**src/rtl/softmax_unpacker.sv**
```systemverilog
// rtl/softmax_unpacker.sv - buffers 128-bit softmax vectors, serializes them to 16-bit words, reports argmax
module softmax_unpacker #(
  parameter int DEPTH = 2,
  parameter int WORDS = 8
) (
  input  logic         clk,
  input  logic         rst_n,
  input  logic         valid,
  input  logic [127:0] data_in,
  input  logic         full,
  output logic         wr_en,
  output logic [15:0]  data_out,
  output logic         done,
  output logic         argmax_valid,
  output logic [3:0]   argmax_idx,
  output logic [7:0]   argmax_val,
  output logic         busy,
  output logic [7:0]   drop_cnt
);

  localparam int PW = (DEPTH > 1) ? $clog2(DEPTH) : 1;
  localparam int CW = $clog2(DEPTH + 1);
  localparam int WW = (WORDS > 1) ? $clog2(WORDS) : 1;
  localparam logic [CW-1:0] FULL_CNT  = CW'(DEPTH);
  localparam logic [PW-1:0] LAST_PTR  = PW'(DEPTH - 1);
  localparam logic [WW-1:0] LAST_WORD = WW'(WORDS - 1);

  typedef enum logic {IDLE, SEND} state_t;

  state_t        state, state_nxt;
  logic [127:0]  mem [DEPTH];
  logic [PW-1:0] wr_ptr, rd_ptr;
  logic [CW-1:0] count;
  logic [WW-1:0] word_cnt;
  logic          push, pop;
  logic [127:0]  head;
  logic [3:0]    max_idx;
  logic [7:0]    max_val;

  // A slot freed by this cycle's pop is not reusable until next cycle, so push looks at the old count.
  assign push = valid && (count < FULL_CNT);
  assign head = mem[rd_ptr];
  assign busy = (count != '0) || (state == SEND);

  // Vector storage; contents need no reset because count gates every read.
  always_ff @(posedge clk) begin
    if (push) mem[wr_ptr] <= data_in;
  end

  // Circular-buffer pointers, occupancy and saturating drop counter.
  always_ff @(posedge clk or negedge rst_n) begin
    if (!rst_n) begin
      wr_ptr   <= '0;
      rd_ptr   <= '0;
      count    <= '0;
      drop_cnt <= '0;
    end else begin
      if (push) wr_ptr <= (wr_ptr == LAST_PTR) ? '0 : wr_ptr + 1'b1;
      if (pop)  rd_ptr <= (rd_ptr == LAST_PTR) ? '0 : rd_ptr + 1'b1;
      case ({push, pop})
        2'b10:   count <= count + 1'b1;
        2'b01:   count <= count - 1'b1;
        default: count <= count;
      endcase
      if (valid && !push && (drop_cnt != 8'hFF)) drop_cnt <= drop_cnt + 1'b1;
    end
  end

  // State register.
  always_ff @(posedge clk or negedge rst_n) begin
    if (!rst_n) state <= IDLE;
    else        state <= state_nxt;
  end

  // Next state and write-side outputs; a stall simply holds word_cnt so data_out stays put.
  always_comb begin
    state_nxt = state;
    wr_en     = 1'b0;
    data_out  = '0;
    pop       = 1'b0;
    case (state)
      IDLE: if (count != '0) state_nxt = SEND;
      SEND: begin
        wr_en    = !full;
        data_out = head[{word_cnt, 4'b0000} +: 16];
        if (!full && (word_cnt == LAST_WORD)) begin
          pop       = 1'b1;
          state_nxt = IDLE;
        end
      end
      default: state_nxt = IDLE;
    endcase
  end

  // Word counter restarts at 0 whenever the FSM is idle and advances on each accepted write.
  always_ff @(posedge clk or negedge rst_n) begin
    if (!rst_n)              word_cnt <= '0;
    else if (state == IDLE)  word_cnt <= '0;
    else if (wr_en)          word_cnt <= pop ? '0 : word_cnt + 1'b1;
  end

  // Argmax over the 16 unsigned lanes of the head vector; strict compare keeps the lowest lane on ties.
  always_comb begin
    max_idx = '0;
    max_val = head[7:0];
    for (int i = 1; i < 16; i++) begin
      if (head[8*i +: 8] > max_val) begin
        max_val = head[8*i +: 8];
        max_idx = 4'(i);
      end
    end
  end

  // Completion pulses and argmax result, registered on the cycle the last word goes out.
  always_ff @(posedge clk or negedge rst_n) begin
    if (!rst_n) begin
      done         <= 1'b0;
      argmax_valid <= 1'b0;
      argmax_idx   <= '0;
      argmax_val   <= '0;
    end else begin
      done         <= pop;
      argmax_valid <= pop;
      if (pop) begin
        argmax_idx <= max_idx;
        argmax_val <= max_val;
      end
    end
  end

endmodule
```
**config.mk**
```make
export PLATFORM = sky130hd
export DESIGN_NAME = softmax_unpacker
export DESIGN_NICKNAME = d
export VERILOG_FILES = /design/src/rtl/softmax_unpacker.sv
export SDC_FILE = /design/constraint.sdc
export NUM_CORES = 1
export LEC_CHECK = 0
export ABC_AREA = 1
export CORE_MARGIN = 5
export CORE_UTILIZATION = 45
export DETAILED_ROUTE_END_ITERATION = 8
export PLACE_DENSITY_LB_ADDON = 0.15
export SYNTH_ARGS = -nofsm -noshare
export SYNTH_HDL_FRONTEND = slang
export SYNTH_SLANG_ARGS = --single-unit
```
**constraint.sdc**
```tcl
create_clock -name clk -period 28.3 [get_ports clk]
set_input_delay 4.245 -clock clk [delete_from_list [all_inputs] [get_ports clk]]
set_output_delay 4.245 -clock clk [all_outputs]
set_load 0.02 [all_outputs]
```
==> results by group <==
Status
  • Status: finished clean

Placement
  • DP Worst Slack: 5.89 ns
  • Placed Area: 18,300 µm²
  • Hpwl dp: 34.9 mm
  • Gpl congestion: 0.979
  • Port Buffers: 171

STA
  • Final period utilization: 80.3%
  • F_max: 44.0 MHz
  • Slew HR: 28.5%
  • Final Hold Fails: 0
  • Setup Skew: 0.0153 ns
  • RSZ-0062 raised after global routing: no
  • Final setup viols: 0
  • Fin crit period: 22.74 ns
  • Setup_tns: 0 ns
  • Worst Tran Pin Value: 1.07 ns
  • Pins Over Slew Limit: 0
  • Worst Setup Slack, final: 5.56 ns

Routing
  • Initial drt markers: 814
  • DRC errors left: 0
  • DR vias: 12,800
  • WL/cell: 19.3 µm
  • Total length of routed wires: 46.4 mm
  • Post-route ant nets: 0
  • Drt via density: 5.35
  • DRT Pass-1 Iters: 6

Clocking
  • CTS sink cnt: 285
  • Cts hold-fix bufs: 0
  • CTS tree: built
  • # Post-CTS Setup Buffers: 0
  • CTS root buf: clkbuf_16
  • H-tree levels: 1
  • CTS Buf Count: 29
  • Clock transition at path regs: 0.06 ns
  • Max clock buf depth: 3
  • Clk_lat worst skew: 0.57 ns
  • CTS resizes: 0

Setup path
  • Slowest stage delay, CP: 0.69 ns
  • Max FO, Critical Path: 73
  • Crit path launch: rd_ptr
  • FF-to-FF End: argmax_idx[1]
  • CP required: 28.74 ns
  • Slowest cell on crit path: buf_4
  • Crit path capture type: register
  • Most frequent CP cell: nand2_1
  • Worst r2r src: rd_ptr
  • R2R setup slack: 5.56 ns
  • Reg2reg path depth: 128
  • Critical path class: reg2reg
  • CP startpoint kind: register
  • Arr. time, crit path: 23.18 ns

Global route
  • GRT Util Overall: 22.8%
  • Largest net degree at the start of global routing: 74
  • First-pass GRT wire length: 69.8 mm
  • Initial antenna violation count: 0
  • Number of global-route vias before repair: 12,500
  • Total grt overflow: 0

Yosys
  • Commonest cells in the synthesized netlist: nand2_1, edfxtp_1, o21ai_0
  • Largest area contributor in the netlist: edfxtp_1
  • Mapped Cells: 1,769
  • Count leader, synth: nand2_1
  • Post-synthesis instance area: 16,100 µm²
  • Dominant cells by area after synthesis: edfxtp_1, nand2_1, ha_1
  • Ys Warns: 0
  • Async SR Flop Fraction: 10.2%
  • Post-synth EDFFs: 256
  • Flops & latches, synth: 285
  • Avg Inst Size Synth: 9.13 µm²
  • Seq/Total Area, Yosys: 52.1%
  • Share of the synthesized area in the top cell type: 47.6%
  • Mapped Nets: 2,010
  • Post-synthesis cell type count: 48
  • Synth Flop Type: edfxtp_1

Worst hold path
  • HP Class: reg2reg
  • Hold Path Depth: 2
  • Worst min-delay path endpoint: argmax_val[2]
  • Hold Startpoint: argmax_val[2]

Finish
  • Layout cells sized above 1: 5.57%
  • Area Overhead vs Synth: 18.6%
  • Fin nets: 2,158
  • Final Cell Area: 19,200 µm²
  • Antenna cells: 0
  • Fillcell total: 3,253

Die
  • Rows: 69
  • CORE AREA: 35,500 µm²
  • IO Pins: 172
  • Starting Density: 45.5%
  • Die Wd: 199 µm
  • Die Y: 199 µm
  • Die area: 39,800 µm²

Run
  • Max Cap Viol: 0
per-layer routing:
metal	routed length, µm	vias to the layer above	track usage [%]
li1	-	6393	-
met1	19400	6034	29.9
met2	22800	334	39.3
met3	2500	81	3.15
met4	1670	0	7.47
met5	0	-	0
placed cells by master, fill, tap and decap left out, drive strengths merged, types with 13 or more instances in the layout:
master / count
o211ai: 33
clkbuf: 33
clkdlybuf4s50: 171
o21ai: 145
nand2: 669
a211oi: 13
dfrtp: 29
nand4: 24
mux2i: 19
clkinv: 19
inv: 116
nor2: 70
ha: 109
a31oi: 13
a21oi: 27
edfxtp: 256
nand3: 101
registers in the layout, summed over array words and instances (netlist names):
name          cells
mem             256
argmax_val        8
drop_cnt          8
argmax_idx        4
word_cnt          3
count             2
argmax_valid      1
rd_ptr            1
state             1
wr_ptr            1
area by class of cell:
| cell class | instances | area [µm²] | share of cell area [%] |
|---|---|---|---|
| sequential | 285 | 8420 | 43.9 |
| multi-input combinational | 1300 | 7010 | 36.6 |
| timing repair buffer | 183 | 1800 | 9.41 |
| clock buffer | 33 | 741 | 3.87 |
| tap | 461 | 577 | 3.01 |
| inverter | 118 | 443 | 2.31 |
| clock inverter | 20 | 165 | 0.862 |
stage by stage:
stage                     instances  hold slack [ns]  util [%]
after global routing           2400            0.508      54.0
final                          2400            0.481      54.0
after detailed placement       2347            0.471      51.4
after floorplan                1769            0.482         -
after CTS                      2400            0.492      54.0
after global placement         2347            0.467      51.4
worst max-delay path, delay by kind of cell (launching register included):
kind | cells | cell delay (ns)
adders and majority gates | 15 | 4.69
buffers and inverters | 12 | 1.97
AOI/OAI and AO/OA | 34 | 7.09
and+or+nand+nor | 67 | 7.96
DFF | 1 | 0.68
how the worst max path moves through the flow:
stage,slack [ns],endpoint
after global routing,3.07,argmax_idx[1]
after global placement,6.26,argmax_idx[1]
after CTS,5.73,argmax_idx[1]
after floorplan,9.01,argmax_idx[1]
final,5.56,argmax_idx[1]
after detailed placement,5.89,argmax_idx[1]
kinds of logic (layout without fill, tap and decap cells):
group | Yosys count | count (layout) | synth area share [%]
DFF | 285 | 285 | 52.1
buffers and inverters | 184 | 354 | 4.57
xor gates and xnor gates | 11 | 11 | 0.597
adders and majority gates | 109 | 109 | 8.45
and+or+nand+nor | 895 | 895 | 23.5
AOI/OAI and AO/OA | 266 | 266 | 9.63
muxes | 19 | 19 | 1.18
Power is left out: the tool's default activity adds up to more than one toggle a clock period on the data nets, which glitch-free logic cannot reach.
